`config.mk`:
```
export PLATFORM = sky130hd
export DESIGN_NAME = conv_operand_feeder_flat
export DESIGN_NICKNAME = d
export VERILOG_FILES = /design/src/rtl/conv_operand_feeder_if.sv /design/src/rtl/conv_operand_feeder.sv /design/src/flat_wrapper.sv
export SDC_FILE = /design/constraint.sdc
export NUM_CORES = 2
export LEC_CHECK = 0
export CAP_MARGIN = 25
export CORE_AREA = 2 2 508 308
export CTS_BUF_LIST = sky130_fd_sc_hd__clkbuf_8
export DETAILED_ROUTE_END_ITERATION = 16
export DIE_AREA = 0 0 510 310
export GPL_ROUTABILITY_DRIVEN = 1
export SLEW_MARGIN = 40
export SYNTH_ARGS = -nofsm -noshare
export SYNTH_HDL_FRONTEND = slang
export SYNTH_SLANG_ARGS = --single-unit
```
`constraint.sdc`:
```
create_clock -name clk -period 6.4 [get_ports clk]
set_clock_uncertainty 0.2 [all_clocks]
set_input_delay 1.28 -clock clk [delete_from_list [all_inputs] [get_ports clk]]
set_output_delay 1.28 -clock clk [all_outputs]
set_load 0.01 [all_outputs]
```
`src/rtl/conv_operand_feeder_if.sv`:
```
// Operand-feeder bus: host push channels for IFM/weight words and the
// accelerator-facing show-ahead heads with their read strobes.
interface conv_operand_feeder_if #(
   parameter int IFM_W = 64,
   parameter int WGT_W = 32
);
   logic [IFM_W-1:0] host_ifm_data;
   logic             host_ifm_valid;
   logic             host_ifm_ready;
   logic [WGT_W-1:0] host_wgt_data;
   logic             host_wgt_valid;
   logic             host_wgt_ready;
   logic [IFM_W-1:0] ifm;
   logic [WGT_W-1:0] weight;
   logic             ifm_read;
   logic             wgt_read;

   modport slave (
      input  host_ifm_data, host_ifm_valid, host_wgt_data, host_wgt_valid,
      input  ifm_read, wgt_read,
      output host_ifm_ready, host_wgt_ready, ifm, weight
   );

   modport master (
      output host_ifm_data, host_ifm_valid, host_wgt_data, host_wgt_valid,
      output ifm_read, wgt_read,
      input  host_ifm_ready, host_wgt_ready, ifm, weight
   );
endinterface

```
`src/rtl/conv_operand_feeder.sv`:
```
// Operand feeder: two show-ahead FIFOs (IFM, weight) plus a job sequencer
// that prefills them, pulses start_conv and waits for end_op.
module feeder_fifo #(
   parameter int W  = 64,
   parameter int AW = 4
) (
   input  logic          clk,
   input  logic          rst_n,
   input  logic [W-1:0]  push_data,
   input  logic          push_valid,
   output logic          push_ready,
   input  logic          read,
   output logic [W-1:0]  head,
   output logic [AW:0]   level,
   output logic          underflow
);
   localparam int DEPTH = 2 ** AW;
   localparam logic [AW:0] FULL_LEVEL = (AW+1)'(DEPTH);

   logic [W-1:0]  mem [DEPTH];
   logic [AW-1:0] wr_ptr;
   logic [AW-1:0] rd_ptr;
   logic          push;
   logic          pop;

   assign push_ready = (level != FULL_LEVEL);
   assign push       = push_valid && push_ready;
   assign pop        = read && (level != '0);
   assign underflow  = read && (level == '0);
   assign head       = (level != '0) ? mem[rd_ptr] : '0;

   always_ff @(posedge clk or negedge rst_n) begin
      if (!rst_n) begin
         wr_ptr <= '0;
         rd_ptr <= '0;
         level  <= '0;
      end else begin
         if (push) wr_ptr <= wr_ptr + 1'b1;
         if (pop)  rd_ptr <= rd_ptr + 1'b1;
         case ({push, pop})
            2'b10:   level <= level + 1'b1;
            2'b01:   level <= level - 1'b1;
            default: level <= level;
         endcase
      end
   end

   // Storage needs no reset: head is masked to zero whenever level is zero.
   always_ff @(posedge clk) begin
      if (push) mem[wr_ptr] <= push_data;
   end
endmodule

module conv_operand_feeder #(
   parameter int IFM_W       = 64,
   parameter int WGT_W       = 32,
   parameter int AW          = 4,
   parameter int IFM_PREFILL = 8,
   parameter int WGT_PREFILL = 8
) (
   input  logic                  clk,
   input  logic                  rst_n,
   conv_operand_feeder_if.slave  bus,
   input  logic                  go,
   input  logic                  end_op,
   output logic                  start_conv,
   output logic                  busy,
   output logic                  done,
   output logic                  underflow_err,
   output logic [AW:0]           ifm_level,
   output logic [AW:0]           wgt_level
);
   localparam logic [AW:0] IFM_THR = (AW+1)'(IFM_PREFILL);
   localparam logic [AW:0] WGT_THR = (AW+1)'(WGT_PREFILL);

   typedef enum logic [1:0] {IDLE, PREFILL, START, RUN} state_t;

   state_t state_q;
   state_t state_d;
   logic   start_d;
   logic   done_d;
   logic   clear_err;
   logic   ifm_under;
   logic   wgt_under;

   feeder_fifo #(.W(IFM_W), .AW(AW)) u_ifm_fifo (
      .clk        (clk),
      .rst_n      (rst_n),
      .push_data  (bus.host_ifm_data),
      .push_valid (bus.host_ifm_valid),
      .push_ready (bus.host_ifm_ready),
      .read       (bus.ifm_read),
      .head       (bus.ifm),
      .level      (ifm_level),
      .underflow  (ifm_under)
   );

   feeder_fifo #(.W(WGT_W), .AW(AW)) u_wgt_fifo (
      .clk        (clk),
      .rst_n      (rst_n),
      .push_data  (bus.host_wgt_data),
      .push_valid (bus.host_wgt_valid),
      .push_ready (bus.host_wgt_ready),
      .read       (bus.wgt_read),
      .head       (bus.weight),
      .level      (wgt_level),
      .underflow  (wgt_under)
   );

   // An underflow in the same cycle as a clearing go still sets the flag.
   always_ff @(posedge clk or negedge rst_n) begin
      if (!rst_n) begin
         state_q       <= IDLE;
         start_conv    <= 1'b0;
         done          <= 1'b0;
         underflow_err <= 1'b0;
      end else begin
         state_q    <= state_d;
         start_conv <= start_d;
         done       <= done_d;
         if (ifm_under || wgt_under) underflow_err <= 1'b1;
         else if (clear_err)         underflow_err <= 1'b0;
      end
   end

   always_comb begin
      state_d = state_q;
      case (state_q)
         IDLE:    if (go) state_d = PREFILL;
         PREFILL: if (ifm_level >= IFM_THR && wgt_level >= WGT_THR) state_d = START;
         START:   state_d = RUN;
         RUN:     if (end_op) state_d = IDLE;
         default: state_d = IDLE;
      endcase
   end

   always_comb begin
      start_d   = (state_d == START);
      done_d    = (state_q == RUN) && end_op;
      clear_err = (state_q == IDLE) && go;
      busy      = (state_q != IDLE);
   end
endmodule

```
`src/flat_wrapper.sv`:
```
// flat-port wrapper written by rule: the top's interface ports become plain ports
module conv_operand_feeder_flat 
#(
   parameter int IFM_W       = 64,
   parameter int WGT_W       = 32,
   parameter int AW          = 4,
   parameter int IFM_PREFILL = 8,
   parameter int WGT_PREFILL = 8
)
  (clk, rst_n, go, end_op, start_conv, busy, done, underflow_err, ifm_level, wgt_level, bus_host_ifm_data, bus_host_ifm_valid, bus_host_wgt_data, bus_host_wgt_valid, bus_ifm_read, bus_wgt_read, bus_host_ifm_ready, bus_host_wgt_ready, bus_ifm, bus_weight);
  conv_operand_feeder_if #(.IFM_W(IFM_W), .WGT_W(WGT_W)) bus_i ();
  input  logic clk;
  input  logic rst_n;
  input  logic go;
  input  logic end_op;
  output logic start_conv;
  output logic busy;
  output logic done;
  output logic underflow_err;
  output logic [AW:0] ifm_level;
  output logic [AW:0] wgt_level;
  input wire logic [$bits(bus_i.host_ifm_data)-1:0] bus_host_ifm_data;
  input wire logic [$bits(bus_i.host_ifm_valid)-1:0] bus_host_ifm_valid;
  input wire logic [$bits(bus_i.host_wgt_data)-1:0] bus_host_wgt_data;
  input wire logic [$bits(bus_i.host_wgt_valid)-1:0] bus_host_wgt_valid;
  input wire logic [$bits(bus_i.ifm_read)-1:0] bus_ifm_read;
  input wire logic [$bits(bus_i.wgt_read)-1:0] bus_wgt_read;
  output wire logic [$bits(bus_i.host_ifm_ready)-1:0] bus_host_ifm_ready;
  output wire logic [$bits(bus_i.host_wgt_ready)-1:0] bus_host_wgt_ready;
  output wire logic [$bits(bus_i.ifm)-1:0] bus_ifm;
  output wire logic [$bits(bus_i.weight)-1:0] bus_weight;
  assign bus_i.host_ifm_data = bus_host_ifm_data;
  assign bus_i.host_ifm_valid = bus_host_ifm_valid;
  assign bus_i.host_wgt_data = bus_host_wgt_data;
  assign bus_i.host_wgt_valid = bus_host_wgt_valid;
  assign bus_i.ifm_read = bus_ifm_read;
  assign bus_i.wgt_read = bus_wgt_read;
  assign bus_host_ifm_ready = bus_i.host_ifm_ready;
  assign bus_host_wgt_ready = bus_i.host_wgt_ready;
  assign bus_ifm = bus_i.ifm;
  assign bus_weight = bus_i.weight;
  conv_operand_feeder #(.IFM_W(IFM_W), .WGT_W(WGT_W), .AW(AW), .IFM_PREFILL(IFM_PREFILL), .WGT_PREFILL(WGT_PREFILL)) u_core (.clk(clk), .rst_n(rst_n), .bus(bus_i), .go(go), .end_op(end_op), .start_conv(start_conv), .busy(busy), .done(done), .underflow_err(underflow_err), .ifm_level(ifm_level), .wgt_level(wgt_level));
endmodule
```
== Yosys cells after proc, flatten, opt, wreduce, memory -nomap -nowiden ==
Memory sizes are Yosys's and may differ from the RTL's.
Index checks and enable logic that the tools add are counted.

* Output and inout port bits: 112
* Memories: 2
* Register bits: 31
* Logic and storage cells: 65
* Input port bits: 104
* Bits in writable memories: 1536

{| class="wikitable"
|+ Memories
! memory !! depth !! width !! read ports !! clocked after memory_dff !! wr ports !! RTL line !! source
|-
| u_core.u_ifm_fifo.mem || 16 || 64 || 1 || 0 || 1 || conv_operand_feeder.sv:20 || <nowiki>logic [W-1:0] mem [DEPTH];</nowiki>
|-
| u_core.u_wgt_fifo.mem || 16 || 32 || 1 || 0 || 1 || conv_operand_feeder.sv:20 ||
|}

* Equality and inequality tests: 10
* Mux-type cells: 14
* Add/subtract/negate cells: 8
* Reductions and logical operators: 19
* Magnitude comparators: 2

{| class="wikitable"
|+ Operator list
! kind !! number
|-
| 64-bit 2-to-1 mux || 1
|-
| 32-bit 2-to-1 mux || 1
|-
| 5-bit case mux with 2 select lines || 2
|-
| 4-bit by 1-bit adder with 4-bit output (second input constant) || 4
|-
| 5-bit by 1-bit adder with 5-bit output (second input constant) || 2
|-
| 2-bit equality test (second input constant) || 5
|-
| 5-bit by 4-bit greater-or-equal comparator with 1-bit output (second input constant) || 2
|-
| 5-bit logical NOT || 2
|-
| 5-bit inequality test (second input constant) || 2
|-
| 5-bit nonzero test || 2
|-
| 5-bit by 1-bit subtractor with 5-bit output (second input constant) || 2
|-
| 1-bit logical AND || 9
|-
| 2-bit case mux with 4 select lines || 1
|-
| 2-bit nonzero test || 4
|-
| 2-bit by 1-bit equality test with 1-bit output (second input constant) || 3
|-
| 1-bit 2-to-1 mux || 6
|-
| 2-bit 2-to-1 mux || 3
|-
| 2-bit logical NOT || 1
|-
| 1-bit logical OR || 1
|}

== Longest topological paths before layout ==
* Depth after elaboration: 5
* Mapped depth: 12
* Gate-level depth less buffers: 10

== Hierarchy ==
From an unflattened synthesis, not the netlist that was laid out.

* Cells, all modules: 2605
* Area total of the unflattened synthesis: 60201.5 um^2

{| class="wikitable"
|+ By module, submodules not included
! module !! sequential area each (um^2) !! area each (um^2) !! times used !! cells an instance
|-
| feeder_fifo at u_core.u_ifm_fifo || 31074.8 || 39567.9 || 1 || 1668
|-
| feeder_fifo at u_core.u_wgt_fifo || 15700.1 || 20429.6 || 1 || 920
|-
| conv_operand_feeder || 125.1 || 203.9 || 1 || 17
|}

== Least setup slack after synthesis ==
Ideal clock, no wire load.

* Kind: input -> register
* Start: in bus_host_ifm_valid
* End: mem u_core.u_ifm_fifo.mem[3][0] (enable)
* Setup time: 0.564 ns
* Stages on the path: 3
* Path slack: -0.667 ns
* Arrival time: 6.303 ns
* Buffers on the path: 0
* Required time: 5.636 ns
* Cells stage by stage: a21boi_1 -> nand2_1 -> nor3_1

* Cells in the longest elaborated chain, start to end: 3

{| class="wikitable"
|+ Ends and longest elaborated chain
! element !! RTL line !! source
|-
| start: declaration || flat_wrapper.sv:23 || <nowiki>input wire logic [$bits(bus_i.host_ifm_valid)-1:0] bus_host_ifm_valid;</nowiki>
|-
| 1-bit logical AND || conv_operand_feeder.sv:27 || <nowiki>assign push = push_valid && push_ready;</nowiki>
|-
| 1-bit 2-to-1 mux || conv_operand_feeder.sv:50 || <nowiki>if (push) mem[wr_ptr] <= push_data;</nowiki>
|-
| 1-bit 2-to-1 mux (implied by the code) || conv_operand_feeder.sv:50 ||
|-
| end: declaration || conv_operand_feeder.sv:20 ||
|}

No other way between the ends.

== Worst setup path in the final report ==
* Start: reg u_core.u_ifm_fifo.rd_ptr[0]
* End: out bus_ifm[49]

* Cells in the longest elaborated chain, start to end: 2

{| class="wikitable"
|+ Ends and longest elaborated chain
! element !! RTL line !! source
|-
| start: declaration || conv_operand_feeder.sv:22 || <nowiki>logic [AW-1:0] rd_ptr;</nowiki>
|-
| start signal: assignment || conv_operand_feeder.sv:39 || <nowiki>if (pop) rd_ptr <= rd_ptr + 1'b1;</nowiki>
|-
| memory 16 x 64 bit || -- ||
|-
| 64-bit 2-to-1 mux || conv_operand_feeder.sv:30 || <nowiki>assign head = (level != '0) ? mem[rd_ptr] : '0;</nowiki>
|-
| end: declaration || flat_wrapper.sv:30 || <nowiki>output wire logic [$bits(bus_i.ifm)-1:0] bus_ifm;</nowiki>
|}

No other way between the ends.

==> results.yml <==
status:
  status: "finished clean"
yosys:
  synthFlopType: "edfxtp_1"
  syn_inst: 2797
  ys_seq_area_share_pct: 76.8
  synthArstFlopShare_pct: 1.98
  ys_seq_elements: 1567
  syn-cell-area_mm2: 0.0610
  ys_types: 55
  ys.warnings.count: 0
  syn_area_per_cell_um2: 21.8
  synth_nets: 2919
  synth_edf_count: 1536
sta:
  setup_violations: 0
  rsz0062_at_grt: "no"
  fin_setup_tns_ps: 0
  finalCritPeriodShare_pct: 88.5
  slew_violations: 0
  fin_crit_ps: 5670
  hold_viol_final: 0
  worst_pin_slew_ps: 848
  relSlewSlack_pct: 43.4
  fmax_mhz: 176
die:
  fp.dieH_um: 310
  initial_core_util_pct: 39.6
  rows: 112
  core_area_mm2: 0.154
  fp.dieW_um: 510
  ios: 216
  dieArea_mm2: 0.158
pwr:
  seq_power_share_pct: 42.0
  peakVddDrop_mv: 0.293
  netSwitchingFraction_pct: 32.8
  p_switching_w: 0.0102
  p_int_w: 0.0208
  p_comb_share_pct: 34.1
  finalPower_w: 0.0310
  power_density_mw_per_mm2: 439
  clkPwrFrac_pct: 24.0
  leakage_nw: 22.5
route:
  vias: 29900
  wl_mm: 146
  first_iter_violations: 3289
  wl_met2_mm: 63.1
  drtAntennaViolNets: 0
  wl_met3_mm: 10.9
  avgViaCountPerCell: 5.52
  wl_met1_mm: 69.4
  drc: 0
  wl_per_cell_um: 27.0
  top_layer: "met5"
  drtPass1Iterations: 7
placed_design:
  io_buffers: 215
  gp_congestion: 0.738
  dpl.hpwl_mm: 79.7
clock_network:
  root_buffer: "clkbuf_8"
  clock_path_buffers: 3
  cts_inserted_buffers: 221
  post_cts_buffers: 0
  htreeDepth: 4
  tritoncts: "built"
  clk_pin_slew_ps: 70
  clock_latency_ps: 930
  clkSinkCount: 1567
  cts_hold_buffers: 0
  cts_resized: 0
critical_path:
  endpoint_kind: "primary output"
  required_ps: 4920
  slowest_delay_ps: 790
  critPathKind: "reg -> out"
  critPathSlowestCell: "dfrtp_4"
  cp-start-kind: "register"
  reg2reg_slack_ps: 3140
  worstPathCellList: "buf_4, mux2i_1, a22oi_1, o21ai_1, o32ai_1, clkdlybuf4s50_1"
  cp_data_arrival_time_ps: 4190
  crit_fanout: 46
finish:
  mostFrequentLayoutCells: "edfxtp_1, mux4_2, clkbuf_8, clkdlybuf4s50_1, mux2i_1"
  final_nets: 3300
  drive_gt1_share_pct: 25.3
  final_common_cell: "edfxtp_1"
  area.growth.synth_to_final_pct: 15.7
flow_run:
  maxCapViolCount: 0
worst_hold_path:
  hold_class: "in -> async"
grt:
  grt_pass1_vias: 29900
  antenna_found_initial: 10
  gr-total-overflow: 0
  grt_pass1_wl_mm: 211
  globalRouteTotalUtil_pct: 18.4
  grt_max_degree: 80
## logic make-up after synthesis
logic type / share of synthesized area [%]
flip-flops: 76.8
multiplexers: 16.5
AO/OA/AOI/OAI: 3.29
buffers and inverters: 1.45
AND/OR/NAND/NOR: 1.29
XOR/XNOR: 0.316
adder cells (fa/ha/maj): 0.369
## layer usage
metal  global-route usage, %  vias up
li1                        -    12600
met3                    4.15      219
met2                    25.5     1119
met4                    5.34       10
met5                       0        -
met1                    28.8    16000
## synth_stat cells, types with 31 or more instances
cell	count	area, µm²
a22oi_1	32	240
o32ai_1	47	412
mux2_2	115	1290
a221o_1	33	330
a211oi_1	61	458
dfrtp_1	31	776
nand2_1	32	120
nor2_1	31	116
nor2b_1	50	313
o21ai_1	33	165
mux2i_1	161	1610
buf_2	51	255
mux4_2	300	6760
clkbuf_1	76	285
edfxtp_1	1536	46100
## path summary, 6_finish.rpt
path / startpoint / end / depth (start not counted)
worst max-delay path: u_core.u_ifm_fifo.rd_ptr[0] / bus_ifm[49] / 6
min in group clk: u_core.state_q[1] / u_core.start_conv / 1
max in group asynchronous: rst_n / u_core.u_ifm_fifo.rd_ptr[1] / 1
worst max register to register: u_core.u_wgt_fifo.level[2] / u_core.u_wgt_fifo.mem[10][13] / 5
worst min-delay path: rst_n / u_core.u_wgt_fifo.level[3] / 1
worst min register to register: u_core.state_q[1] / u_core.start_conv / 1
## layout make-up
type | count | area (µm²)
repair buffers | 320 | 3350
clock inverters | 187 | 1090
diodes | 3 | 7.51
well taps | 2052 | 2570
fillers | 12700 | 83400
clock buffers | 222 | 3060
inverters | 13 | 48.8
multi-input cells | 1055 | 13600
flip-flops and latches | 1567 | 46900
## per-stage QoR
stage               hold slack, ps  std cells  cell area (µm²)  util (%)  setup slack [ps]
detailed placement             289       5007            66500      43.2              1660
global placement               268       4990            66100      42.9              1640
floorplan                      240       2797            61100         -              1050
global route                  52.8       5418            70600      45.9               515
finish                         101       5419            70600      45.9               733
CTS                           1.64       5416            70600      45.8               559
## flip-flops by register name, summed over array words and instances (netlist names), 2 cells and up
register,flops
u_core.state_q,2
u_core.u_ifm_fifo.level,5
u_core.u_ifm_fifo.mem,1024
u_core.u_ifm_fifo.rd_ptr,4
u_core.u_ifm_fifo.wr_ptr,4
u_core.u_wgt_fifo.level,5
u_core.u_wgt_fifo.mem,512
u_core.u_wgt_fifo.rd_ptr,4
u_core.u_wgt_fifo.wr_ptr,4
## worst max-delay path, delay by kind of cell (launching register included)
kind                   cells  cell delay [ps]
muxes                      1              160
buffers and inverters      2             1410
AOI/OAI and AO/OA          3              820
DFF                        1              790
## power groups by stage
stage               clock network (W)  logic, W  registers, W
finish                        0.00743    0.0106        0.0130
global route                  0.00809    0.0112        0.0131
CTS                           0.00766    0.0107        0.0130
detailed placement                  0    0.0107        0.0132
global placement                    0    0.0105        0.0132
floorplan                           0   0.00668        0.0129
No activity file was read; power rests on OpenSTA's default activity.
